<file path="src/rtl/rv32_fetch_unit_pkg.sv">
// rtl/rv32_fetch_unit_pkg.sv - shared RV32 constants, fetch entry type and PC helpers
package rv32_fetch_unit_pkg;

    localparam int XLEN = 32;
    localparam logic [XLEN-1:0] INSTR_ALIGN_MASK = 32'h0000_0003;
    localparam logic [XLEN-1:0] RESET_PC_DEFAULT = 32'h0000_0000;

    typedef struct packed {
        logic [XLEN-1:0] instr;
        logic [XLEN-1:0] pc;
    } fetch_entry_t;

    function automatic logic [XLEN-1:0] next_pc(input logic [XLEN-1:0] pc);
        return pc + XLEN'(4);
    endfunction

    function automatic logic pc_misaligned(input logic [XLEN-1:0] pc);
        return |(pc & INSTR_ALIGN_MASK);
    endfunction

endpackage

</file>
<file path="src/rtl/rv32_fetch_unit_if.sv">
// rtl/rv32_fetch_unit_if.sv - fetch unit bus: imem request/response, instr stream, redirect
interface rv32_fetch_unit_if;
    import rv32_fetch_unit_pkg::*;

    logic            imem_req_valid;
    logic            imem_req_ready;
    logic [XLEN-1:0] imem_req_addr;
    logic            imem_rsp_valid;
    logic [XLEN-1:0] imem_rsp_data;
    logic            instr_valid;
    logic            instr_ready;
    logic [XLEN-1:0] instr;
    logic [XLEN-1:0] instr_pc;
    logic            redirect_valid;
    logic [XLEN-1:0] redirect_pc;
    logic            fetch_fault;

    modport master (
        output imem_req_valid, imem_req_addr, instr_valid, instr, instr_pc, fetch_fault,
        input  imem_req_ready, imem_rsp_valid, imem_rsp_data, instr_ready,
               redirect_valid, redirect_pc
    );

    modport slave (
        input  imem_req_valid, imem_req_addr, instr_valid, instr, instr_pc, fetch_fault,
        output imem_req_ready, imem_rsp_valid, imem_rsp_data, instr_ready,
               redirect_valid, redirect_pc
    );

endinterface

</file>
<file path="src/rtl/rv32_fetch_unit_fetch_fifo.sv">
// rtl/rv32_fetch_unit_fetch_fifo.sv - prefetch FIFO of {instr, pc} with flush and count
// Head is zero whenever empty so the stream outputs read as zero when idle.
module fetch_fifo
    import rv32_fetch_unit_pkg::*;
#(
    parameter int DEPTH = 4,
    localparam int AW = $clog2(DEPTH),
    localparam int CW = AW + 1
) (
    input  logic         clk,
    input  logic         rst,
    input  logic         i_flush,
    input  logic         i_push,
    input  fetch_entry_t i_wdata,
    input  logic         i_pop,
    output fetch_entry_t o_rdata,
    output logic         o_valid,
    output logic [CW-1:0] o_count
);

    fetch_entry_t  r_mem [DEPTH];
    logic [AW-1:0] r_wptr;
    logic [AW-1:0] r_rptr;
    logic [CW-1:0] r_count;
    logic          w_push;
    logic          w_pop;

    assign w_push = i_push && !i_flush;
    assign w_pop  = i_pop && (r_count != '0) && !i_flush;

    always_ff @(posedge clk or posedge rst) begin
        if (rst) begin
            r_wptr  <= '0;
            r_rptr  <= '0;
            r_count <= '0;
        end else if (i_flush) begin
            r_wptr  <= '0;
            r_rptr  <= '0;
            r_count <= '0;
        end else begin
            if (w_push) r_wptr <= r_wptr + AW'(1);
            if (w_pop)  r_rptr <= r_rptr + AW'(1);
            r_count <= r_count + CW'(w_push) - CW'(w_pop);
        end
    end

    always_ff @(posedge clk) begin
        if (w_push) r_mem[r_wptr] <= i_wdata;
    end

    assign o_valid = (r_count != '0);
    assign o_rdata = o_valid ? r_mem[r_rptr] : '0;
    assign o_count = r_count;

    // Upstream credit must keep a push into a full FIFO paired with a pop.
    a_no_overflow: assert property (@(posedge clk) disable iff (rst)
        !(w_push && !w_pop && (r_count == CW'(DEPTH))));

endmodule

</file>
<file path="src/rtl/rv32_fetch_unit.sv">
// rtl/rv32_fetch_unit.sv - RV32I fetch stage: credit-limited imem requests, prefetch FIFO, redirects
// Wrong-path responses still owed by memory are tracked in a discard counter and dropped on arrival.
module rv32_fetch_unit
    import rv32_fetch_unit_pkg::*;
#(
    parameter int              DEPTH    = 4,
    parameter logic [XLEN-1:0] RESET_PC = RESET_PC_DEFAULT
) (
    input  logic              clk,
    input  logic              rst,
    rv32_fetch_unit_if.master fetch_bus
);

    localparam int CW = $clog2(DEPTH) + 1;
    localparam int DW = CW + 4;
    localparam logic [CW:0] DEPTH_W = (CW+1)'(DEPTH);

    logic [XLEN-1:0] r_fetch_pc;
    logic [XLEN-1:0] r_rsp_pc;
    logic [CW-1:0]   r_inflight;
    logic [DW-1:0]   r_discard;
    logic            r_fault;

    logic [CW-1:0]   w_count;
    logic            w_head_valid;
    fetch_entry_t    w_head;
    fetch_entry_t    w_wdata;
    logic            w_credit;
    logic            w_req_valid;
    logic            w_req_fire;
    logic            w_rsp_drop;
    logic            w_rsp_good;
    logic            w_redirect;
    logic            w_push;
    logic            w_pop;

    assign w_redirect = fetch_bus.redirect_valid;

    // Credit uses registered occupancy, so a pop frees its slot one cycle later.
    assign w_credit    = ({1'b0, w_count} + {1'b0, r_inflight}) < DEPTH_W;
    assign w_req_valid = !rst && !r_fault && !w_redirect && w_credit;
    assign w_req_fire  = w_req_valid && fetch_bus.imem_req_ready;

    assign w_rsp_drop = fetch_bus.imem_rsp_valid && (r_discard != '0);
    assign w_rsp_good = fetch_bus.imem_rsp_valid && (r_discard == '0);

    assign w_push  = w_rsp_good && !w_redirect;
    assign w_pop   = w_head_valid && fetch_bus.instr_ready && !w_redirect;
    assign w_wdata = '{instr: fetch_bus.imem_rsp_data, pc: r_rsp_pc};

    always_ff @(posedge clk or posedge rst) begin
        if (rst) begin
            r_fetch_pc <= RESET_PC;
            r_rsp_pc   <= RESET_PC;
            r_inflight <= '0;
            r_discard  <= '0;
            r_fault    <= 1'b0;
        end else if (w_redirect) begin
            r_inflight <= '0;
            r_discard  <= r_discard + DW'(r_inflight) - DW'(fetch_bus.imem_rsp_valid);
            if (pc_misaligned(fetch_bus.redirect_pc)) begin
                r_fault <= 1'b1;
            end else begin
                r_fault    <= 1'b0;
                r_fetch_pc <= fetch_bus.redirect_pc;
                r_rsp_pc   <= fetch_bus.redirect_pc;
            end
        end else begin
            if (w_req_fire) r_fetch_pc <= next_pc(r_fetch_pc);
            if (w_rsp_good) r_rsp_pc <= next_pc(r_rsp_pc);
            if (w_rsp_drop) r_discard <= r_discard - DW'(1);
            r_inflight <= r_inflight + CW'(w_req_fire) - CW'(w_rsp_good);
        end
    end

    fetch_fifo #(
        .DEPTH (DEPTH)
    ) u_fetch_fifo (
        .clk     (clk),
        .rst     (rst),
        .i_flush (w_redirect),
        .i_push  (w_push),
        .i_wdata (w_wdata),
        .i_pop   (w_pop),
        .o_rdata (w_head),
        .o_valid (w_head_valid),
        .o_count (w_count)
    );

    assign fetch_bus.imem_req_valid = w_req_valid;
    assign fetch_bus.imem_req_addr  = r_fetch_pc;
    assign fetch_bus.instr_valid    = w_head_valid;
    assign fetch_bus.instr          = w_head.instr;
    assign fetch_bus.instr_pc       = w_head.pc;
    assign fetch_bus.fetch_fault    = r_fault;

endmodule

</file>
<file path="src/flat_wrapper.sv">
// flat-port wrapper written by rule: the top's interface ports become plain ports
module rv32_fetch_unit_flat import rv32_fetch_unit_pkg::*;
#(
    parameter int              DEPTH    = 4,
    parameter logic [XLEN-1:0] RESET_PC = RESET_PC_DEFAULT
)
  (clk, rst, fetch_bus_imem_req_valid, fetch_bus_imem_req_addr, fetch_bus_instr_valid, fetch_bus_instr, fetch_bus_instr_pc, fetch_bus_fetch_fault, fetch_bus_imem_req_ready, fetch_bus_imem_rsp_valid, fetch_bus_imem_rsp_data, fetch_bus_instr_ready, fetch_bus_redirect_valid, fetch_bus_redirect_pc);
  rv32_fetch_unit_if fetch_bus_i ();
  input  logic clk;
  input  logic rst;
  output wire logic [$bits(fetch_bus_i.imem_req_valid)-1:0] fetch_bus_imem_req_valid;
  output wire logic [$bits(fetch_bus_i.imem_req_addr)-1:0] fetch_bus_imem_req_addr;
  output wire logic [$bits(fetch_bus_i.instr_valid)-1:0] fetch_bus_instr_valid;
  output wire logic [$bits(fetch_bus_i.instr)-1:0] fetch_bus_instr;
  output wire logic [$bits(fetch_bus_i.instr_pc)-1:0] fetch_bus_instr_pc;
  output wire logic [$bits(fetch_bus_i.fetch_fault)-1:0] fetch_bus_fetch_fault;
  input wire logic [$bits(fetch_bus_i.imem_req_ready)-1:0] fetch_bus_imem_req_ready;
  input wire logic [$bits(fetch_bus_i.imem_rsp_valid)-1:0] fetch_bus_imem_rsp_valid;
  input wire logic [$bits(fetch_bus_i.imem_rsp_data)-1:0] fetch_bus_imem_rsp_data;
  input wire logic [$bits(fetch_bus_i.instr_ready)-1:0] fetch_bus_instr_ready;
  input wire logic [$bits(fetch_bus_i.redirect_valid)-1:0] fetch_bus_redirect_valid;
  input wire logic [$bits(fetch_bus_i.redirect_pc)-1:0] fetch_bus_redirect_pc;
  assign fetch_bus_imem_req_valid = fetch_bus_i.imem_req_valid;
  assign fetch_bus_imem_req_addr = fetch_bus_i.imem_req_addr;
  assign fetch_bus_instr_valid = fetch_bus_i.instr_valid;
  assign fetch_bus_instr = fetch_bus_i.instr;
  assign fetch_bus_instr_pc = fetch_bus_i.instr_pc;
  assign fetch_bus_fetch_fault = fetch_bus_i.fetch_fault;
  assign fetch_bus_i.imem_req_ready = fetch_bus_imem_req_ready;
  assign fetch_bus_i.imem_rsp_valid = fetch_bus_imem_rsp_valid;
  assign fetch_bus_i.imem_rsp_data = fetch_bus_imem_rsp_data;
  assign fetch_bus_i.instr_ready = fetch_bus_instr_ready;
  assign fetch_bus_i.redirect_valid = fetch_bus_redirect_valid;
  assign fetch_bus_i.redirect_pc = fetch_bus_redirect_pc;
  rv32_fetch_unit #(.DEPTH(DEPTH), .RESET_PC(RESET_PC)) u_core (.clk(clk), .rst(rst), .fetch_bus(fetch_bus_i));
endmodule
</file>
<file path="config.mk">
export PLATFORM = sky130hd
export DESIGN_NAME = rv32_fetch_unit_flat
export DESIGN_NICKNAME = d
export VERILOG_FILES = /design/src/rtl/rv32_fetch_unit_pkg.sv /design/src/rtl/rv32_fetch_unit_if.sv /design/src/rtl/rv32_fetch_unit_fetch_fifo.sv /design/src/rtl/rv32_fetch_unit.sv /design/src/flat_wrapper.sv
export SDC_FILE = /design/constraint.sdc
export NUM_CORES = 1
export LEC_CHECK = 0
export BUFFER_PORTS_ARGS = -buffer_cell sky130_fd_sc_hd__buf_2
export CORE_MARGIN = 2
export CORE_UTILIZATION = 45
export DETAILED_ROUTE_END_ITERATION = 8
export PLACE_DENSITY = 0.72
export SKIP_CTS_REPAIR_TIMING = 1
export SYNTH_ARGS = -nofsm -noshare
export SYNTH_HDL_FRONTEND = slang
export SYNTH_SLANG_ARGS = --single-unit
</file>
<file path="constraint.sdc">
create_clock -name clk -period 11.5 [get_ports clk]
set_clock_uncertainty 0.2 [all_clocks]
set_input_delay 2.3 -clock clk [delete_from_list [all_inputs] [get_ports clk]]
set_output_delay 2.3 -clock clk [all_outputs]
set_load 0.01 [all_outputs]
</file>
==> metrics.cfg, run 1 <==
[critical_path]
crit_family = buffers and inverters
critPathMaxStageDelay_ns = 0.55
endpoint_kind = primary output
cp.arrival_ns = 3.32
critPathLaunch = fetch_bus_redirect_valid
r2r_start = u_core.u_fetch_fifo.o_count[2]$_DFF_PP0_
cp_num_buf_inv = 2
crit_required_ns = 9.00
cp-start-kind = input port
path_cells = buf_2, nor2_1, and3_1, buf_2
crit_type = in -> out
critPathMaxFanout = 39
cp_slowest_cell = buf_2
path_common_cell = buf_2

[synthesis]
postSynthAreaPerCell_sq_um = 14.6
syn_area_sq_um = 15100
synth-seq-cells = 338
yosysTopAreaCell = edfxtp_1
syn_nets = 1132
yosys_warnings = 0
async_flop_share_pct = 24.3
synth_cell_types = 70
synth-edff-count = 256
synthFlopType = edfxtp_1
seq_area_frac_synth_pct = 64.5
synth_top_cell_area_share_pct = 50.9
synthCells = 1033
synthTopCellsByArea = edfxtp_1 51%, dfrtp_1 14%, mux4_2 9.5%, and2_1 3.0%, ha_1 2.2%

[floorplanning]
dieWidth_um = 187
core_area_sq_um = 33300
die_h_um = 187
start_util_pct = 45.4
rows = 67
die-area_sq_um = 35000
num_io_pins = 169

[clocking]
ctsLongestPathBuffers = 3
htreeDepth = 2
insertion_delay_ns = 0.52
clock_sinks = 338
cts_buffers = 35
clk_pin_slew_ns = 0.06
clk_root_buffer_cell = clkbuf_16
tritoncts = done

[min_path]
min_from = u_core.r_discard[6]$_DFFE_PP0P_
worstHoldPathType = reg -> reg

[timing]
hold_violations = 0
setup_viol = 0
period_needed_ns = 5.82
max_freq_mhz = 172
holdWs_ns = 0.279
post-route-period-util_pct = 50.6
fin_setup_tns_ns = 0
worst_pin_slew_ns = 1.09
rsz0062_at_grt = no
slew_violations = 0
max_slew_margin_pct = 27.1

[grt]
grt_start_max_net_pins = 68
gr-total-overflow = 0
grt.total_usage_pct = 19.0
grt_pass1_wl_um = 52600
antenna_found_initial = 1
grt_pass1_vias = 9395

[pwr]
cellLeakagePower_nw = 6.57
clkPwrFrac_pct = 34.8
ir_drop_uv = 149
seqPwrFrac_pct = 43.2
p_sw_uw = 968
power.total_mw = 3.43
switching_share_pct = 28.3
cellPowerDensity_nw_per_um2 = 195
p_int_mw = 2.46
power_frac_comb_pct = 22.0

[detailed_routing]
drtIter0Drc = 728
totalWireLength_um = 33300
viasPerCell = 5.69
postRouteAntennaNets = 0
drcViolationCount = 0
avgRoutedWirePerCell_um = 19.9
dr.pass1.iters = 5
num_vias = 9484

[place]
gp_congestion = 0.858
portBuffers = 168
hpwl_um = 20000
dp_cells = 1605

[cells_and_area]
n_antenna_cell = 0
stdcell_count = 1668
area_delta_synth_final_pct = 16.4
drive_gt1_share_pct = 26.1
final_nets = 1293

[outcome]
outcome = finished clean

[job]
drv_cap = 0

layout make-up:
type | count | area, sq um
well taps | 448 | 561
multi-input cells | 605 | 4990
repair buffers | 180 | 931
clock inverters | 20 | 265
flip-flops and latches | 338 | 9740
inverters | 34 | 129
fillers | 2791 | 15700
clock buffers | 43 | 958
cell usage in the layout, fill, tap and decap left out, types with 5 or more instances in the layout:
| cell | instances |
|---|---|
| buf_2 | 168 |
| o311ai_0 | 5 |
| nand4_1 | 16 |
| and2_1 | 73 |
| clkbuf_1 | 5 |
| nor3b_1 | 5 |
| mux2i_1 | 26 |
| nor3_1 | 18 |
| edfxtp_1 | 256 |
| inv_1 | 33 |
| xnor2_1 | 12 |
| and3_1 | 8 |
| xor2_1 | 6 |
| ha_1 | 26 |
| a21oi_1 | 31 |
| buf_4 | 12 |
| dfrtp_1 | 80 |
| bufinv_16 | 6 |
| mux4_2 | 64 |
| nor2b_1 | 6 |
| clkinv_2 | 7 |
| o211ai_1 | 10 |
| clkbuf_16 | 37 |
| nand2_1 | 66 |
| a221o_1 | 8 |
| nor2_1 | 48 |
| nand3_1 | 30 |
| a22oi_1 | 15 |
| o22ai_1 | 11 |
| nor4_1 | 13 |
| o21ai_0 | 38 |
final timing paths:
check | endpoint | slack (ns) | depth (start not counted)
min | u_core.r_discard[6]$_DFFE_PP0P_ | 0.28 | 1
max | fetch_bus_imem_req_valid | 5.68 | 4
max in group asynchronous | u_core.u_fetch_fifo.r_rptr[0]$_DFFE_PP0P_ | 8.31 | 3
max reg2reg | u_core.r_inflight[2]$_DFF_PP0_ | 7.51 | 9
min reg2reg | u_core.r_discard[6]$_DFFE_PP0P_ | 0.28 | 1
min in group asynchronous | u_core.r_discard[3]$_DFFE_PP0P_ | 1.72 | 2
power by group through the flow:
stage / Clock [mW] / Sequential (mW) / Combinational, mW
after floorplan: 0 / 1.47 / 0.541
after global placement: 0 / 1.50 / 0.749
after detailed placement: 0 / 1.50 / 0.763
after CTS: 1.22 / 1.48 / 0.765
after global routing: 1.27 / 1.49 / 0.843
final: 1.19 / 1.48 / 0.753
synthesized netlist by cell type (13+ instances only):
| master | n |
|---|---|
| edfxtp_1 | 256 |
| o21ai_0 | 38 |
| nand4_1 | 16 |
| inv_1 | 34 |
| nor2_1 | 48 |
| nand3_1 | 30 |
| ha_1 | 26 |
| a21oi_1 | 31 |
| nand2_1 | 66 |
| clkbuf_1 | 34 |
| dfrtp_1 | 82 |
| mux4_2 | 64 |
| a22oi_1 | 15 |
| nor4_1 | 13 |
| nor3_1 | 18 |
| buf_2 | 16 |
| mux2i_1 | 26 |
| and2_1 | 73 |
metrics by stage:
stage	cell area, sq um	setup WS, ns	util (%)
final	17600	5.68	52.8
after global routing	17600	5.58	52.8
after CTS	17600	5.68	52.8
after detailed placement	16400	5.69	49.1
after global placement	16400	5.69	49.1
after floorplan	15100	6.13	-
flip-flops by register name, summed over array words and instances, names as in the netlist:
register                        count
u_core.fetch_bus.fetch_fault        1
u_core.fetch_bus.imem_req_addr     32
u_core.r_discard                    7
u_core.r_inflight                   3
u_core.r_rsp_pc                    32
u_core.u_fetch_fifo.o_count         3
u_core.u_fetch_fifo.r_mem         256
u_core.u_fetch_fifo.r_rptr          2
u_core.u_fetch_fifo.r_wptr          2
metal layers:
layer	wire length [um]	GRT usage (%)	vias up	part of all wire, %
li1	-	-	4298	-
met1	14800	28.2	4762	44
met2	15600	29.5	370	47
met3	2320	2.95	54	7.0
met4	635	5.10	0	1.9
met5	0	0	-	0
kinds of logic after synthesis:
| kind of cell | share of synthesized area (%) |
|---|---|
| adder cells (fa/ha/maj) | 2.55 |
| AND/OR/NAND/NOR | 11.4 |
| buffers and inverters | 2.56 |
| AO/OA/AOI/OAI | 6.64 |
| XOR/XNOR | 1.04 |
| multiplexers | 11.3 |
| flip-flops | 64.5 |
(Power assumes the default switching activity.)
==> run 2, diff against run 1 <==
--- a/config.mk
+++ b/config.mk
@@ -5,6 +5,7 @@
 export SDC_FILE = /design/constraint.sdc
 export NUM_CORES = 1
 export LEC_CHECK = 0
+export ABC_AREA = 1
 export BUFFER_PORTS_ARGS = -buffer_cell sky130_fd_sc_hd__buf_2
 export CORE_MARGIN = 2
 export CORE_UTILIZATION = 45
==> constraint.sdc (replaced) <==
create_clock -name clk -period 5.9 [get_ports clk]
set_clock_uncertainty 0.2 [all_clocks]
set_input_delay 1.18 -clock clk [delete_from_list [all_inputs] [get_ports clk]]
set_output_delay 1.18 -clock clk [all_outputs]
set_load 0.01 [all_outputs]
==> metrics.cfg, run 2 <==
[critical_path]
cp-start-kind = register  ; was input port
critPathMaxFanout = 74  ; was 39
crit_family = buffers and inverters  ; unchanged
critPathMaxStageDelay_ns = 0.83  ; was 0.55 ns
cp_slowest_cell = inv_2  ; was buf_2
crit_type = reg -> out  ; was in -> out
cp.arrival_ns = 3.07  ; was 3.32 ns
endpoint_kind = primary output  ; unchanged
crit_required_ns = 4.52  ; was 9.00 ns
critPathLaunch = u_core.u_fetch_fifo.r_rptr[0]$_DFFE_PP0P_  ; was fetch_bus_redirect_valid
r2r_start = u_core.u_fetch_fifo.o_count[1]$_DFF_PP0_  ; was u_core.u_fetch_fifo.o_count[2]$_DFF_PP0_
path_cells = inv_2, buf_4, o21ai_0, a21oi_1, buf_2  ; was buf_2, nor2_1, and3_1, buf_2
cp_num_buf_inv = 3  ; was 2

[grt]
antenna_found_initial = 0  ; was 1
grt.total_usage_pct = 21.1  ; was 19.0%
grt_pass1_vias = 11600  ; was 9395
grt_start_max_net_pins = 106  ; was 68
grt_pass1_wl_um = 61200  ; was 52600 um
gr-total-overflow = 0  ; unchanged

[cells_and_area]
regMostFlops = u_core.u_fetch_fifo.r_mem  ; unchanged
layout_commonest_cell = nor2_1  ; was edfxtp_1
fillCellCount = 3094  ; was 2791
final_cell_mix = 437 x nor2_1, 287 x nand2_1, 256 x edfxtp_1  ; was 256 x edfxtp_1, 168 x buf_2, 80 x dfrtp_1
n_antenna_cell = 0  ; unchanged
largest_register_ffs = 256  ; unchanged
final_nets = 1957  ; was 1293
drive_gt1_share_pct = 14.4  ; was 26.1%
area_delta_synth_final_pct = 15.5  ; was 16.4%
finalInstanceArea_sq_um = 18400  ; was 17600 sq um

[detailed_routing]
drtIter0Drc = 1014  ; was 728
dr.pass1.iters = 5  ; unchanged
avgRoutedWirePerCell_um = 16.6  ; was 19.9 um
viasPerCell = 5.24  ; was 5.69
totalWireLength_um = 38800  ; was 33300 um
num_vias = 12300  ; was 9484
drcViolationCount = 0  ; unchanged
postRouteAntennaNets = 0  ; unchanged

[place]
placed_area_sq_um = 17200  ; was 16400 sq um
hpwl_um = 25200  ; was 20000 um
portBuffers = 168  ; unchanged
gp_congestion = 0.935  ; was 0.858

[clocking]
htreeDepth = 2  ; unchanged
insertion_delay_ns = 0.52  ; about the same
clock_sinks = 338  ; unchanged
tritoncts = done  ; unchanged
clk_pin_slew_ns = 0.06  ; about the same
clk_root_buffer_cell = clkbuf_16  ; unchanged
cts_buffers = 36  ; was 35
ctsLongestPathBuffers = 3  ; unchanged

[timing]
setup_viol = 0  ; unchanged
slew_violations = 0  ; unchanged
max_slew_margin_pct = 23.5  ; was 27.1%
rsz0062_at_grt = no  ; unchanged
fin_setup_tns_ns = 0  ; unchanged
max_freq_mhz = 225
period_needed_ns = 4.45
hold_violations = 0  ; unchanged
worst_pin_slew_ns = 1.15  ; was 1.09 ns
post-route-period-util_pct = 75.5

[outcome]
outcome = finished clean  ; unchanged

[pwr]
cellLeakagePower_nw = 7.60  ; was 6.57 nW
cellPowerDensity_nw_per_um2 = 400  ; was 195 nW/um^2
ir_drop_uv = 233  ; was 149 uV

[synthesis]
synth-edff-count = 256  ; unchanged
synthMostInstantiatedCell = nor2_1  ; was edfxtp_1
synth_top_cell_area_share_pct = 48.3  ; was 50.9%
synthFlopType = edfxtp_1  ; unchanged
synthTopCellsByArea = edfxtp_1 48%, dfrtp_1 13%, nor2_1 10%, nand2_1 6.8%, o21ai_0 4.9%  ; was edfxtp_1 51%, dfrtp_1 14%, mux4_2 9.5%, and2_1 3.0%, ha_1 2.2%
async_flop_share_pct = 24.3  ; unchanged
yosysTopAreaCell = edfxtp_1  ; unchanged
yosys_warnings = 0  ; unchanged
synth-seq-cells = 338  ; unchanged
synth_common_cells = 442 x nor2_1, 287 x nand2_1, 256 x edfxtp_1, 157 x o21ai_0, 117 x inv_1  ; was 256 x edfxtp_1, 82 x dfrtp_1, 73 x and2_1, 66 x nand2_1, 64 x mux4_2
syn_area_sq_um = 15900  ; was 15100 sq um
syn_nets = 1808  ; was 1132
synthCells = 1709  ; was 1033
seq_area_frac_synth_pct = 61.2  ; was 64.5%
synth_cell_types = 34  ; was 70
postSynthAreaPerCell_sq_um = 9.31  ; was 14.6 sq um

[min_path]
worstHoldPathType = reg -> reg  ; unchanged
min_from = u_core.fetch_bus.imem_req_addr[0]$_DFFE_PP0P_  ; was u_core.r_discard[6]$_DFFE_PP0P_

[floorplanning]
core_area_sq_um = 34700  ; was 33300 sq um
die-area_sq_um = 36900  ; was 35000 sq um
rows = 68  ; was 67
start_util_pct = 45.9  ; was 45.4%
dieWidth_um = 192  ; was 187 um
num_io_pins = 169  ; unchanged
die_h_um = 192  ; was 187 um

[job]
drv_cap = 0  ; unchanged

==> run 2: changes by cell type in the layout (fill, tap and decap cells not counted), moves of 41 or more <==
| cell | change |
|---|---|
| nand2_1 | +221 |
| nand3_1 | +41 |
| inv_1 | +82 |
| a21oi_1 | +83 |
| and2_1 | -73 |
| mux4_2 | -64 |
| o21ai_0 | +118 |
| nor2_1 | +389 |
==> run 2: final timing paths <==
check	to	slack, ns	cells past startpoint
setup reg to reg	u_core.u_fetch_fifo.o_count[2]$_DFF_PP0_	2.25	13
min in group asynchronous	u_core.fetch_bus.imem_req_addr[1]$_DFFE_PP0P_	0.47	2
setup / recovery	fetch_bus_instr[17]	1.45	5
max in group asynchronous	u_core.r_rsp_pc[28]$_DFFE_PP0P_	3.89	3
hold / removal	u_core.fetch_bus.imem_req_addr[0]$_DFFE_PP0P_	0.29	2
hold reg to reg	u_core.fetch_bus.imem_req_addr[0]$_DFFE_PP0P_	0.29	2
==> run 2: routing by layer <==
| metal | share of wire, % | global-route usage (%) | vias up |
|---|---|---|---|
| met5 | 0 | 0 | - |
| met4 | 2.0 | 5.34 | 0 |
| met3 | 7.9 | 3.60 | 46 |
| met2 | 45 | 34.2 | 477 |
| met1 | 45 | 29.6 | 5755 |
| li1 | - | - | 5985 |
==> run 2: per-stage QoR <==
step                std cells  hold slack [ns]  total power [mW]  setup slack (ns)  util, %
floorplan                1709            0.276              4.37              1.07        -
global placement         2275            0.281              5.01              2.16     49.4
detailed placement       2275            0.284              5.07              1.98     49.4
CTS                      2340            0.294              7.40              1.41     53.0
global route             2340            0.314              7.80              1.23     53.0
finish                   2340            0.293              7.36              1.45     53.0
==> run 2: layout make-up <==
type                            count  area (sq um)  share of cell area, %
Sequential cell                   338          9740                   53.0
Multi-Input combinational cell   1174          5420                   29.5
Timing Repair Buffer              184           961                   5.23
Clock buffer                       41           940                   5.11
Tap cell                          455           569                   3.10
Inverter                          124           467                   2.54
Clock inverter                     24           287                   1.56
==> run 2: power breakdown <==
part	switching (mW)	internal, mW
registers	0.301	2.78
clock network	0.942	1.38
logic	1.28	0.677
total	2.52	4.84
==> run 2: cells by family after synthesis <==
logic type	count (synthesis)	synth area share (%)
AO/OA/AOI/OAI	302	9.80
XOR/XNOR	15	0.825
adder cells (fa/ha/maj)	29	2.42
buffers and inverters	197	4.99
flip-flops	338	61.2
AND/OR/NAND/NOR	828	20.8
==> run 2: tightest hold or removal path, stage by stage (launching register included) <==
cell and delay, ns:
dfrtp_1 0.37, inv_1 0.05, nor2_1 0.03
==> run 3, diff against run 2 <==
--- a/config.mk
+++ b/config.mk
@@ -5,7 +5,7 @@
 export SDC_FILE = /design/constraint.sdc
 export NUM_CORES = 1
 export LEC_CHECK = 0
-export ABC_AREA = 1
+export ABC_AREA = 0
 export BUFFER_PORTS_ARGS = -buffer_cell sky130_fd_sc_hd__buf_2
 export CORE_MARGIN = 2
 export CORE_UTILIZATION = 45
==> constraint.sdc (replaced) <==
create_clock -name clk -period 4.4 [get_ports clk]
set_clock_uncertainty 0.2 [all_clocks]
set_input_delay 0.88 -clock clk [delete_from_list [all_inputs] [get_ports clk]]
set_output_delay 0.88 -clock clk [all_outputs]
set_load 0.01 [all_outputs]
==> metrics.cfg, run 3 (synthesis results as in run 1) <==
[grt]
grt.total_usage_pct = 19.1  ; was 21.1%
grt_pass1_wl_um = 52700  ; was 61200 um
antenna_found_initial = 0  ; unchanged
gr-total-overflow = 0  ; unchanged
grt_pass1_vias = 9323  ; was 11600
grt_start_max_net_pins = 68  ; was 106

[detailed_routing]
postRouteAntennaNets = 0  ; unchanged
drtIter0Drc = 660  ; was 1014
num_vias = 9576  ; was 12300
drcViolationCount = 0  ; unchanged
totalWireLength_um = 33700  ; was 38800 um
viasPerCell = 5.70  ; was 5.24
avgRoutedWirePerCell_um = 20.1  ; was 16.6 um
dr.pass1.iters = 5  ; unchanged

[cells_and_area]
n_antenna_cell = 0  ; unchanged
regMostFlops = u_core.u_fetch_fifo.r_mem  ; unchanged
largest_register_ffs = 256  ; unchanged
drive_gt1_share_pct = 26.9  ; was 14.4%
finalInstanceArea_sq_um = 17700  ; was 18400 sq um
layout_commonest_cell = edfxtp_1  ; was nor2_1
post-route-util_pct = 53.3  ; was 53.0%
area_delta_synth_final_pct = 17.4  ; was 15.5%
final_cell_mix = 256 x edfxtp_1, 168 x buf_2, 80 x dfrtp_1  ; was 437 x nor2_1, 287 x nand2_1, 256 x edfxtp_1
final_nets = 1303  ; was 1957
fillCellCount = 2751  ; was 3094

[pwr]
p_int_mw = 6.41  ; was 4.84 mW
power.total_mw = 8.99  ; was 7.36 mW
clkPwrFrac_pct = 34.8  ; was 31.6%
power_frac_comb_pct = 21.8  ; was 26.5%
switching_share_pct = 28.6  ; was 34.2%
cellLeakagePower_nw = 6.64  ; was 7.60 nW
ir_drop_uv = 263  ; was 233 uV
seqPwrFrac_pct = 43.4  ; was 41.9%
cellPowerDensity_nw_per_um2 = 507  ; was 400 nW/um^2
p_sw_mw = 2.57  ; was 2.52 mW

[floorplanning]
dieWidth_um = 187  ; was 192 um
num_io_pins = 169  ; unchanged
die-area_sq_um = 35000  ; was 36900 sq um
core_area_sq_um = 33300  ; was 34700 sq um
die_h_um = 187  ; was 192 um
start_util_pct = 45.4  ; was 45.9%
rows = 67  ; was 68

[min_path]
worstHoldPathType = reg -> reg  ; unchanged

[clocking]
ctsLongestPathBuffers = 3  ; unchanged
insertion_delay_ns = 0.52  ; about the same
clk_root_buffer_cell = clkbuf_16  ; unchanged
cts_buffers = 37  ; was 36
tritoncts = done  ; unchanged
htreeDepth = 2  ; unchanged
clk_pin_slew_ns = 0.05  ; was 0.06 ns
clock_sinks = 338  ; unchanged

[timing]
worst_pin_slew_ns = 1.08  ; was 1.15 ns
slew_violations = 0  ; unchanged
layout_setup_ws_ns = 0.687  ; was 1.45 ns
period_needed_ns = 3.71
fin_setup_tns_ns = 0  ; unchanged
post-route-period-util_pct = 84.4
hold_violations = 0  ; unchanged
max_slew_margin_pct = 27.8  ; was 23.5%
max_freq_mhz = 269
setup_viol = 0  ; unchanged
rsz0062_at_grt = no  ; unchanged

[critical_path]
crit_type = reg -> out  ; unchanged
reg2reg_depth = 14  ; was 13
cp.arrival_ns = 2.63  ; was 3.07 ns
critPathLaunch = u_core.u_fetch_fifo.r_rptr[0]$_DFFE_PP0P_  ; unchanged
crit_required_ns = 3.32  ; was 4.52 ns
r2r_start = u_core.r_discard[4]$_DFFE_PP0P_  ; was u_core.u_fetch_fifo.o_count[1]$_DFF_PP0_
cp-endpoint = fetch_bus_instr_pc[0]  ; was fetch_bus_instr[17]
endpoint_kind = primary output  ; unchanged
r2r_slack_ns = 1.02  ; was 2.25 ns
cp-start-kind = register  ; unchanged
r2r_end = u_core.u_fetch_fifo.o_count[2]$_DFF_PP0_  ; unchanged
critPathMaxFanout = 35  ; was 74

[place]
place_ws_ns = 0.952  ; was 1.98 ns
placed_area_sq_um = 16500  ; was 17200 sq um
gp_congestion = 0.849  ; was 0.935
portBuffers = 168  ; unchanged
hpwl_um = 21200  ; was 25200 um

[job]
drv_cap = 0  ; unchanged

[outcome]
outcome = finished clean  ; unchanged

## run 3: layout make-up
class | instances | area (sq um) | share of cell area, %
Clock inverter | 17 | 184 | 1.04
Tap cell | 448 | 561 | 3.16
Sequential cell | 338 | 9740 | 54.9
Inverter | 34 | 129 | 0.726
Timing Repair Buffer | 188 | 1070 | 6.01
Multi-Input combinational cell | 605 | 4990 | 28.1
Clock buffer | 50 | 1060 | 6.00
## run 3: power by group through the flow
| stage | logic [mW] | clock network [mW] | registers (mW) |
|---|---|---|---|
| floorplan | 1.41 | 0 | 3.84 |
| CTS | 2.00 | 3.18 | 3.90 |
| finish | 1.96 | 3.12 | 3.90 |
| detailed placement | 1.99 | 0 | 3.97 |
| global placement | 1.95 | 0 | 3.96 |
| global route | 2.17 | 3.32 | 3.94 |
## run 3: worst min path at each step
stage                                    startpoint                              end  cells after the start
detailed placement  u_core.r_discard[6]$_DFFE_PP0P_  u_core.r_discard[6]$_DFFE_PP0P_                      1
floorplan           u_core.r_discard[6]$_DFFE_PP0P_  u_core.r_discard[6]$_DFFE_PP0P_                      1
CTS                 u_core.r_discard[6]$_DFFE_PP0P_  u_core.r_discard[6]$_DFFE_PP0P_                      1
global route        u_core.r_discard[6]$_DFFE_PP0P_  u_core.r_discard[6]$_DFFE_PP0P_                      1
global placement    u_core.r_discard[6]$_DFFE_PP0P_  u_core.r_discard[6]$_DFFE_PP0P_                      1
finish              u_core.r_discard[6]$_DFFE_PP0P_  u_core.r_discard[6]$_DFFE_PP0P_                      1
## run 3: stage by stage
stage | hold WS (ns) | instances
2_1_floorplan | 0.239 | 1033
3_3_place_gp | 0.255 | 1613
3_5_place_dp | 0.260 | 1613
4_1_cts | 0.267 | 1680
5_1_grt | 0.290 | 1680
6_report | 0.270 | 1680
## run 3: worst max-delay path, stage by stage, from the launching register on
cell and delay [ns]:
dfrtp_4 0.89, buf_4 0.33, mux4_2 0.51, and2_1 0.20, buf_2 0.15
## run 3: per-layer routing
layer | up-vias | GRT usage [%] | share of wire [%]
met5 | - | 0 | 0
met4 | 0 | 4.55 | 1.8
li1 | 4330 | - | -
met3 | 51 | 2.98 | 6.9
met1 | 4823 | 27.4 | 44
met2 | 372 | 31.0 | 48
